## src/rtl/mips_pkg.sv

```systemverilog
// Shared opcode/funct map, bundle kind codes and loader FSM states.
package mips_pkg;

  localparam int unsigned WORD_W = 32;
  localparam int unsigned CNT_W  = 16;

  localparam logic [5:0] OP_R   = 6'd10;
  localparam logic [5:0] OP_LW  = 6'd15;
  localparam logic [5:0] OP_SW  = 6'd43;
  localparam logic [5:0] OP_BEQ = 6'd4;
  localparam logic [5:0] OP_J   = 6'd2;
  localparam logic [5:0] OP_JAL = 6'd7;

  localparam logic [5:0] FN_ADD = 6'd32;
  localparam logic [5:0] FN_SUB = 6'd34;
  localparam logic [5:0] FN_AND = 6'd36;
  localparam logic [5:0] FN_OR  = 6'd37;
  localparam logic [5:0] FN_SLT = 6'd42;

  localparam logic [2:0] KIND_R   = 3'd0;
  localparam logic [2:0] KIND_LW  = 3'd1;
  localparam logic [2:0] KIND_SW  = 3'd2;
  localparam logic [2:0] KIND_BEQ = 3'd3;
  localparam logic [2:0] KIND_J   = 3'd4;
  localparam logic [2:0] KIND_JAL = 3'd5;

  typedef enum logic [1:0] {
    ST_IDLE  = 2'd0,
    ST_LOAD  = 2'd1,
    ST_FLUSH = 2'd2,
    ST_DONE  = 2'd3
  } state_e;

  // True for the R-type functs the ALU-control decoder implements.
  function automatic logic is_alu_funct(input logic [5:0] funct);
    return (funct == FN_ADD) || (funct == FN_SUB) || (funct == FN_AND) ||
           (funct == FN_OR)  || (funct == FN_SLT);
  endfunction

endpackage

```

## src/rtl/instr_encoder_loader_if.sv

```systemverilog
// Field-bundle input handshake and IMEM write port of the instruction loader.
interface instr_encoder_loader_if #(
  parameter int unsigned AW = 32
);
  logic          in_valid;
  logic          in_ready;
  logic [2:0]    in_kind;
  logic [4:0]    in_rs;
  logic [4:0]    in_rt;
  logic [4:0]    in_rd;
  logic [5:0]    in_funct;
  logic [15:0]   in_imm;
  logic [25:0]   in_target;
  logic          in_last;
  logic          imem_we;
  logic [AW-1:0] imem_addr;
  logic [31:0]   imem_wdata;

  modport master (
    output in_valid, in_kind, in_rs, in_rt, in_rd, in_funct, in_imm, in_target, in_last,
    input  in_ready, imem_we, imem_addr, imem_wdata
  );

  modport slave (
    input  in_valid, in_kind, in_rs, in_rt, in_rd, in_funct, in_imm, in_target, in_last,
    output in_ready, imem_we, imem_addr, imem_wdata
  );
endinterface

```

## src/rtl/instr_encoder_loader_sync_fifo.sv

```systemverilog
// sync_fifo: single-clock FIFO with wrap-bit pointers; synchronous reset empties it.
module sync_fifo #(
  parameter int unsigned WIDTH = 32,
  parameter int unsigned DEPTH = 4
) (
  input  logic             clk,
  input  logic             rst,
  input  logic             push_i,
  input  logic [WIDTH-1:0] wdata_i,
  input  logic             pop_i,
  output logic [WIDTH-1:0] rdata_o,
  output logic             full_o,
  output logic             empty_o
);
  localparam int unsigned PW  = $clog2(DEPTH);
  localparam logic [PW:0] ONE = {{PW{1'b0}}, 1'b1};

  logic [WIDTH-1:0] mem_q [DEPTH];
  logic [PW:0]      wptr_q;
  logic [PW:0]      rptr_q;
  logic             do_push;
  logic             do_pop;

  assign full_o  = (wptr_q[PW] != rptr_q[PW]) && (wptr_q[PW-1:0] == rptr_q[PW-1:0]);
  assign empty_o = (wptr_q == rptr_q);
  assign do_push = push_i && !full_o;
  assign do_pop  = pop_i && !empty_o;
  assign rdata_o = mem_q[rptr_q[PW-1:0]];

  always_ff @(posedge clk) begin
    if (rst) begin
      wptr_q <= '0;
      rptr_q <= '0;
    end else begin
      if (do_push) wptr_q <= wptr_q + ONE;
      if (do_pop)  rptr_q <= rptr_q + ONE;
    end
  end

  // Storage needs no reset: only entries between the pointers are ever read.
  always_ff @(posedge clk) begin
    if (do_push) mem_q[wptr_q[PW-1:0]] <= wdata_i;
  end
endmodule

```

## src/rtl/instr_encoder_loader.sv

```systemverilog
// Encodes instruction field bundles into 32-bit words and streams them into IMEM.
// Build macro INSTR_ENC_FUNCT_CHECK_EN: drop R-type bundles whose funct is not add/sub/and/or/slt.
module instr_encoder_loader
  import mips_pkg::*;
#(
  parameter int unsigned   DEPTH     = 4,
  parameter int unsigned   AW        = 32,
  parameter logic [AW-1:0] BASE_ADDR = '0
) (
  input  logic                  clk,
  input  logic                  rst,
  input  logic                  load_start_i,
  instr_encoder_loader_if.slave bus,
  output logic                  busy_o,
  output logic                  done_o,
  output logic                  err_o,
  output logic [CNT_W-1:0]      word_count_o
);

  state_e              state_q;
  logic                busy_q;
  logic                done_q;
  logic                err_q;
  logic                we_q;
  logic [AW-1:0]       addr_q;
  logic [AW-1:0]       next_addr_q;
  logic [WORD_W-1:0]   wdata_q;
  logic [CNT_W-1:0]    wcnt_q;

  logic                accept_c;
  logic                legal_c;
  logic                push_c;
  logic                pop_c;
  logic [WORD_W-1:0]   enc_word_c;
  logic [WORD_W-1:0]   fifo_rdata;
  logic                fifo_full;
  logic                fifo_empty;

  function automatic logic [WORD_W-1:0] encode(
    input logic [2:0]  kind,
    input logic [4:0]  rs,
    input logic [4:0]  rt,
    input logic [4:0]  rd,
    input logic [5:0]  funct,
    input logic [15:0] imm,
    input logic [25:0] target
  );
    logic [WORD_W-1:0] w;
    w = '0;
    case (kind)
      KIND_R:   w = {OP_R, rs, rt, rd, 5'b0, funct};
      KIND_LW:  w = {OP_LW, rs, rt, imm};
      KIND_SW:  w = {OP_SW, rs, rt, imm};
      KIND_BEQ: w = {OP_BEQ, rs, rt, imm};
      KIND_J:   w = {OP_J, target};
      KIND_JAL: w = {OP_JAL, target};
      default:  w = '0;
    endcase
    return w;
  endfunction

`ifdef INSTR_ENC_FUNCT_CHECK_EN
  assign legal_c = (bus.in_kind <= KIND_JAL) &&
                   ((bus.in_kind != KIND_R) || is_alu_funct(bus.in_funct));
`else
  assign legal_c = (bus.in_kind <= KIND_JAL);
`endif

  assign bus.in_ready = (state_q == ST_LOAD) && !fifo_full;
  assign accept_c     = bus.in_valid && bus.in_ready;
  assign push_c       = accept_c && legal_c;
  assign pop_c        = ((state_q == ST_LOAD) || (state_q == ST_FLUSH)) && !fifo_empty;
  assign enc_word_c   = encode(bus.in_kind, bus.in_rs, bus.in_rt, bus.in_rd,
                               bus.in_funct, bus.in_imm, bus.in_target);

  sync_fifo #(
    .WIDTH (WORD_W),
    .DEPTH (DEPTH)
  ) u_fifo (
    .clk     (clk),
    .rst     (rst),
    .push_i  (push_c),
    .wdata_i (enc_word_c),
    .pop_i   (pop_c),
    .rdata_o (fifo_rdata),
    .full_o  (fifo_full),
    .empty_o (fifo_empty)
  );

  // Session FSM plus the registered IMEM write port fed by FIFO pops.
  always_ff @(posedge clk) begin
    if (rst) begin
      state_q     <= ST_IDLE;
      busy_q      <= 1'b0;
      done_q      <= 1'b0;
      err_q       <= 1'b0;
      we_q        <= 1'b0;
      addr_q      <= '0;
      next_addr_q <= BASE_ADDR;
      wdata_q     <= '0;
      wcnt_q      <= '0;
    end else begin
      done_q <= 1'b0;
      we_q   <= pop_c;
      if (pop_c) begin
        addr_q      <= next_addr_q;
        wdata_q     <= fifo_rdata;
        next_addr_q <= next_addr_q + AW'(4);
        if (wcnt_q != {CNT_W{1'b1}}) wcnt_q <= wcnt_q + CNT_W'(1);
      end
      if (accept_c && !legal_c) err_q <= 1'b1;

      case (state_q)
        ST_IDLE: begin
          if (load_start_i) begin
            state_q     <= ST_LOAD;
            busy_q      <= 1'b1;
            next_addr_q <= BASE_ADDR;
            wcnt_q      <= '0;
            err_q       <= 1'b0;
          end
        end
        ST_LOAD: begin
          if (accept_c && bus.in_last) state_q <= ST_FLUSH;
        end
        // An empty FIFO here means the final write has already been issued.
        ST_FLUSH: begin
          if (fifo_empty) begin
            state_q <= ST_DONE;
            done_q  <= 1'b1;
          end
        end
        ST_DONE: begin
          state_q <= ST_IDLE;
          busy_q  <= 1'b0;
        end
        default: state_q <= ST_IDLE;
      endcase
    end
  end

  assign bus.imem_we    = we_q;
  assign bus.imem_addr  = addr_q;
  assign bus.imem_wdata = wdata_q;
  assign busy_o         = busy_q;
  assign done_o         = done_q;
  assign err_o          = err_q;
  assign word_count_o   = wcnt_q;

endmodule

```

## src/flat_wrapper.sv

```systemverilog
// flat-port wrapper written by rule: the top's interface ports become plain ports
module instr_encoder_loader_flat import mips_pkg::*;
#(
  parameter int unsigned   DEPTH     = 4,
  parameter int unsigned   AW        = 32,
  parameter logic [AW-1:0] BASE_ADDR = '0
)
  (clk, rst, load_start_i, busy_o, done_o, err_o, word_count_o, bus_in_valid, bus_in_kind, bus_in_rs, bus_in_rt, bus_in_rd, bus_in_funct, bus_in_imm, bus_in_target, bus_in_last, bus_in_ready, bus_imem_we, bus_imem_addr, bus_imem_wdata);
  instr_encoder_loader_if #(.AW(AW)) bus_i ();
  input  logic clk;
  input  logic rst;
  input  logic load_start_i;
  output logic busy_o;
  output logic done_o;
  output logic err_o;
  output logic [CNT_W-1:0] word_count_o;
  input wire logic [$bits(bus_i.in_valid)-1:0] bus_in_valid;
  input wire logic [$bits(bus_i.in_kind)-1:0] bus_in_kind;
  input wire logic [$bits(bus_i.in_rs)-1:0] bus_in_rs;
  input wire logic [$bits(bus_i.in_rt)-1:0] bus_in_rt;
  input wire logic [$bits(bus_i.in_rd)-1:0] bus_in_rd;
  input wire logic [$bits(bus_i.in_funct)-1:0] bus_in_funct;
  input wire logic [$bits(bus_i.in_imm)-1:0] bus_in_imm;
  input wire logic [$bits(bus_i.in_target)-1:0] bus_in_target;
  input wire logic [$bits(bus_i.in_last)-1:0] bus_in_last;
  output wire logic [$bits(bus_i.in_ready)-1:0] bus_in_ready;
  output wire logic [$bits(bus_i.imem_we)-1:0] bus_imem_we;
  output wire logic [$bits(bus_i.imem_addr)-1:0] bus_imem_addr;
  output wire logic [$bits(bus_i.imem_wdata)-1:0] bus_imem_wdata;
  assign bus_i.in_valid = bus_in_valid;
  assign bus_i.in_kind = bus_in_kind;
  assign bus_i.in_rs = bus_in_rs;
  assign bus_i.in_rt = bus_in_rt;
  assign bus_i.in_rd = bus_in_rd;
  assign bus_i.in_funct = bus_in_funct;
  assign bus_i.in_imm = bus_in_imm;
  assign bus_i.in_target = bus_in_target;
  assign bus_i.in_last = bus_in_last;
  assign bus_in_ready = bus_i.in_ready;
  assign bus_imem_we = bus_i.imem_we;
  assign bus_imem_addr = bus_i.imem_addr;
  assign bus_imem_wdata = bus_i.imem_wdata;
  instr_encoder_loader #(.DEPTH(DEPTH), .AW(AW), .BASE_ADDR(BASE_ADDR)) u_core (.clk(clk), .rst(rst), .load_start_i(load_start_i), .bus(bus_i), .busy_o(busy_o), .done_o(done_o), .err_o(err_o), .word_count_o(word_count_o));
endmodule
```

## config.mk

```make
export PLATFORM = sky130hd
export DESIGN_NAME = instr_encoder_loader_flat
export DESIGN_NICKNAME = d
export VERILOG_FILES = /design/src/rtl/mips_pkg.sv /design/src/rtl/instr_encoder_loader_if.sv /design/src/rtl/instr_encoder_loader_sync_fifo.sv /design/src/rtl/instr_encoder_loader.sv /design/src/flat_wrapper.sv
export SDC_FILE = /design/constraint.sdc
export NUM_CORES = 1
export LEC_CHECK = 0
export CAP_MARGIN = 20
export CORE_UTILIZATION = 54
export DETAILED_ROUTE_END_ITERATION = 12
export GPL_TIMING_DRIVEN = 0
export HOLD_SLACK_MARGIN = 0.1
export PLACE_DENSITY_LB_ADDON = 0.1
export SETUP_SLACK_MARGIN = 0.02
export SLEW_MARGIN = 0
export SYNTH_ARGS = -nofsm -noshare
export SYNTH_HDL_FRONTEND = slang
export SYNTH_SLANG_ARGS = --single-unit
```

## constraint.sdc

```tcl
create_clock -name clk -period 3.4 [get_ports clk]
set_clock_uncertainty 0.05 [all_clocks]
set_input_delay 0.68 -clock clk [delete_from_list [all_inputs] [get_ports clk]]
set_output_delay 0.68 -clock clk [all_outputs]
set_load 0.05 [all_outputs]
```

==> qor.yml <==
status: "complete, but fails checks"
violations: "DRC"
required_ps: 2670
power_leakage_nw: 4.185
yosysUniqueCellTypes: 50
fillers: 1370
grt_pass1_vias: 7413
synthesis.area_sq_mm: 0.01016
clock_latency_ps: 530
synth_enable_flop_cells: 124
irDropWorstVdd_mv: 0.3531
yosysSeqAreaShare: 0.6008
cts_max_level: 1
power_frac_clock: 0.364
crit_arrival_ps: 2430
p_int_mw: 5.390
die_h_um: 139.2
drive_gt1_frac: 0.08959
cellPowerDensity_mw_per_mm2: 582.4
p_total_mw: 7.451
slew_headroom: 0.3920
pwr-share-seq: 0.446
cts_made_buffers: 25
postRouteWirelength_um: 24600
crit_start: "u_core.u_fifo.rptr_q[1]$_SDFFE_PP0P_"
slew_viol_final: 0
p_sw_mw: 2.061
critPathCapture: "bus_in_ready"
hold_class: "reg -> reg"
ioPinCount: 156
vias: 7677
worst-path-buf-inv: 2
first_iter_violations: 494
ctsHoldBuffers: 0
initial_core_util: 0.5581
crit_cells: 5
yosysWarningCount: 0
syn_area_per_cell_sq_um: 11.20
place.gp.congestion: 0.8446
fin_setup_tns_ps: 0
grtUsageTotal: 0.2575
cp_cell_sequence: "buf_2, xnor2_2, nand3_1, and2_1, clkdlybuf4s50_1"
dp_hpwl_um: 16630
numPortBuffers: 150
max_stage_delay_ps: 700
synthFlopType: "edfxtp_1"
reg2reg_depth: 4
async_reset_ff_frac: 0
pwr-share-comb: 0.190
ctsResizeCount: 0
finalCritPeriodShare: 0.9291
die_w_um: 139.2
synth_area_leaders: "edfxtp_1 (37%), dfxtp_1 (23%), nand2_1 (6.9%)"
worst_r2r_endpoint: "u_core.u_fifo.mem_q[3][22]$_DFFE_PP_"
nNetsFinal: 1168
route.detailed.drc: 8
worstMarginPinSlew_ps: 905.9
synth_top_cell_area_share: 0.3664
setup_violations: 0
clock-root-buffer: "clkbuf_16"
synthCells: 907
vias_per_cell: 5.755
grt-ovfl-total: 0
grt_pass1_wl_um: 38650
worst_r2r_startpoint: "u_core.u_fifo.rptr_q[1]$_SDFFE_PP0P_"
fin_crit_ps: 3159
hold_viol: 0
ys_ff_latch: 243
synth_top_cell_by_area: "edfxtp_1"
setup.worst_path.class: "reg -> out"
core_sq_mm: 0.01821
startpoint_type: "flip-flop"
row_count: 49
crit_family: "buffers and inverters"
fmax_ghz: 0.3166
grt_max_degree: 33
placed_cells: 1288
syn_to_final_growth_pct: 25.89
tritoncts: "yes"
dp_slack_ps: -70.60
cpMaxStageDelayCell: "clkdlybuf4s50_1"
die_area_sq_mm: 0.01937
r2r_slack_ps: 520
rsz0062_at_grt: "no"
grt_antenna_before_repair: 0
setup_slack_ps: 241.0
drv_cap: 0
ant_nets: 0
wl_per_cell_um: 18.44
fin_cells: 1334
clk_pin_slew_ps: 60
crit_path_end_kind: "primary output"
holdWs_ps: 401.5
clock_path_buffers: 3
dr.pass1.iters: 10
swShare: 0.2766
post-cts-setup-buffer-count: 0
diodes: 0
crit_path_max_fanout: 7
clock-sinks: 243
synth_stat cells, types with 17 or more instances:
| master | n |
|---|---|
| a21oi_1 | 91 |
| buf_2 | 18 |
| clkbuf_1 | 36 |
| dfxtp_1 | 119 |
| edfxtp_1 | 124 |
| inv_1 | 25 |
| mux2i_1 | 18 |
| mux4_2 | 31 |
| nand2_1 | 188 |
| nand3_1 | 27 |
| nor2_1 | 20 |
| o21ai_0 | 35 |
| o31ai_1 | 17 |
layout by cell type, fill, tap and decap left out, types with 20 or more instances in the layout:
cell type / count
a21oi_1: 91
clkbuf_1: 45
clkbuf_16: 26
clkdlybuf4s50_1: 150
dfxtp_1: 119
edfxtp_1: 124
inv_1: 25
mux4_2: 31
nand2_1: 188
nand3_1: 27
nor2_1: 20
o21ai_0: 35
power groups by stage:
stage / Clock, mW / Combinational (mW) / Sequential [mW]
after global routing: 2.85 / 1.53 / 3.34
after floorplan: 0 / 0.744 / 3.56
final: 2.71 / 1.42 / 3.32
after CTS: 2.74 / 1.42 / 3.32
after detailed placement: 0 / 1.41 / 3.38
after global placement: 0 / 1.39 / 3.38
area by class of cell:
cell class	count	area, sq um	share of cell area
inverters	25	93.84	0.007335
plain buffers	59	259.0	0.02024
well taps	229	286.5	0.02240
multi-input cells	582	3731	0.2916
clock buffers	40	732.0	0.05721
clock inverters	6	83.83	0.006553
flip-flops and latches	243	6106	0.4773
repair buffers	150	1501	0.1174
sequential cells by signal, indices dropped and copies added (netlist names):
name,flops
u_core.bus.imem_we,1
u_core.word_count_o,16
u_core.busy_o,1
u_core.u_fifo.mem_q,124
u_core.bus.imem_addr,30
u_core.next_addr_q,30
u_core.state_q,2
u_core.u_fifo.rptr_q,3
u_core.u_fifo.wptr_q,3
u_core.err_o,1
u_core.done_o,1
u_core.bus.imem_wdata,31
through the flow:
step | util | area, sq um
2_1_floorplan | - | 10170
3_3_place_gp | 0.6567 | 11960
3_5_place_dp | 0.6570 | 11960
4_1_cts | 0.7018 | 12780
5_1_grt | 0.7026 | 12790
6_report | 0.7026 | 12790
worst min-delay path by stage:
stage                                          startpoint                                    end  cells past startpoint
global placement    u_core.bus.imem_addr[25]$_SDFFE_PP0N_  u_core.bus.imem_addr[25]$_SDFFE_PP0N_                      2
finish              u_core.bus.imem_addr[25]$_SDFFE_PP0N_  u_core.bus.imem_addr[25]$_SDFFE_PP0N_                      2
detailed placement  u_core.bus.imem_addr[23]$_SDFFE_PP0N_  u_core.bus.imem_addr[23]$_SDFFE_PP0N_                      2
global route        u_core.bus.imem_addr[24]$_SDFFE_PP0N_  u_core.bus.imem_addr[24]$_SDFFE_PP0N_                      2
floorplan               u_core.next_addr_q[31]$_SDFF_PP0_  u_core.bus.imem_addr[31]$_SDFFE_PP0N_                      2
CTS                 u_core.bus.imem_wdata[1]$_SDFFE_PP0N_  u_core.bus.imem_wdata[1]$_SDFFE_PP0N_                      2
worst min-delay path, cell delays in order (launching register included):
cell and delay [ps]:
dfxtp_1 310, nand2_1 50, a21oi_1 50
metal layers:
| metal | vias up | track usage | wire (um) |
|---|---|---|---|
| li1 | 3677 | - | - |
| met1 | 3671 | 0.3141 | 9749 |
| met2 | 289 | 0.4676 | 12860 |
| met3 | 40 | 0.03833 | 1486 |
| met4 | 0 | 0.08421 | 503 |
| met5 | - | 0 | 0 |
kinds of logic (layout without fill, tap and decap cells):
group	Yosys count	in the layout	synth area share
xor gates and xnor gates	10	10	0.008619
AOI/OAI and AO/OA	181	181	0.1043
and+or+nand+nor	327	327	0.1501
buffers and inverters	84	280	0.03472
adders and majority gates	11	11	0.01354
other	1	3	0.0003690
muxes	50	50	0.08754
DFF	243	243	0.6008
No activity file was read; power rests on OpenSTA's default activity.
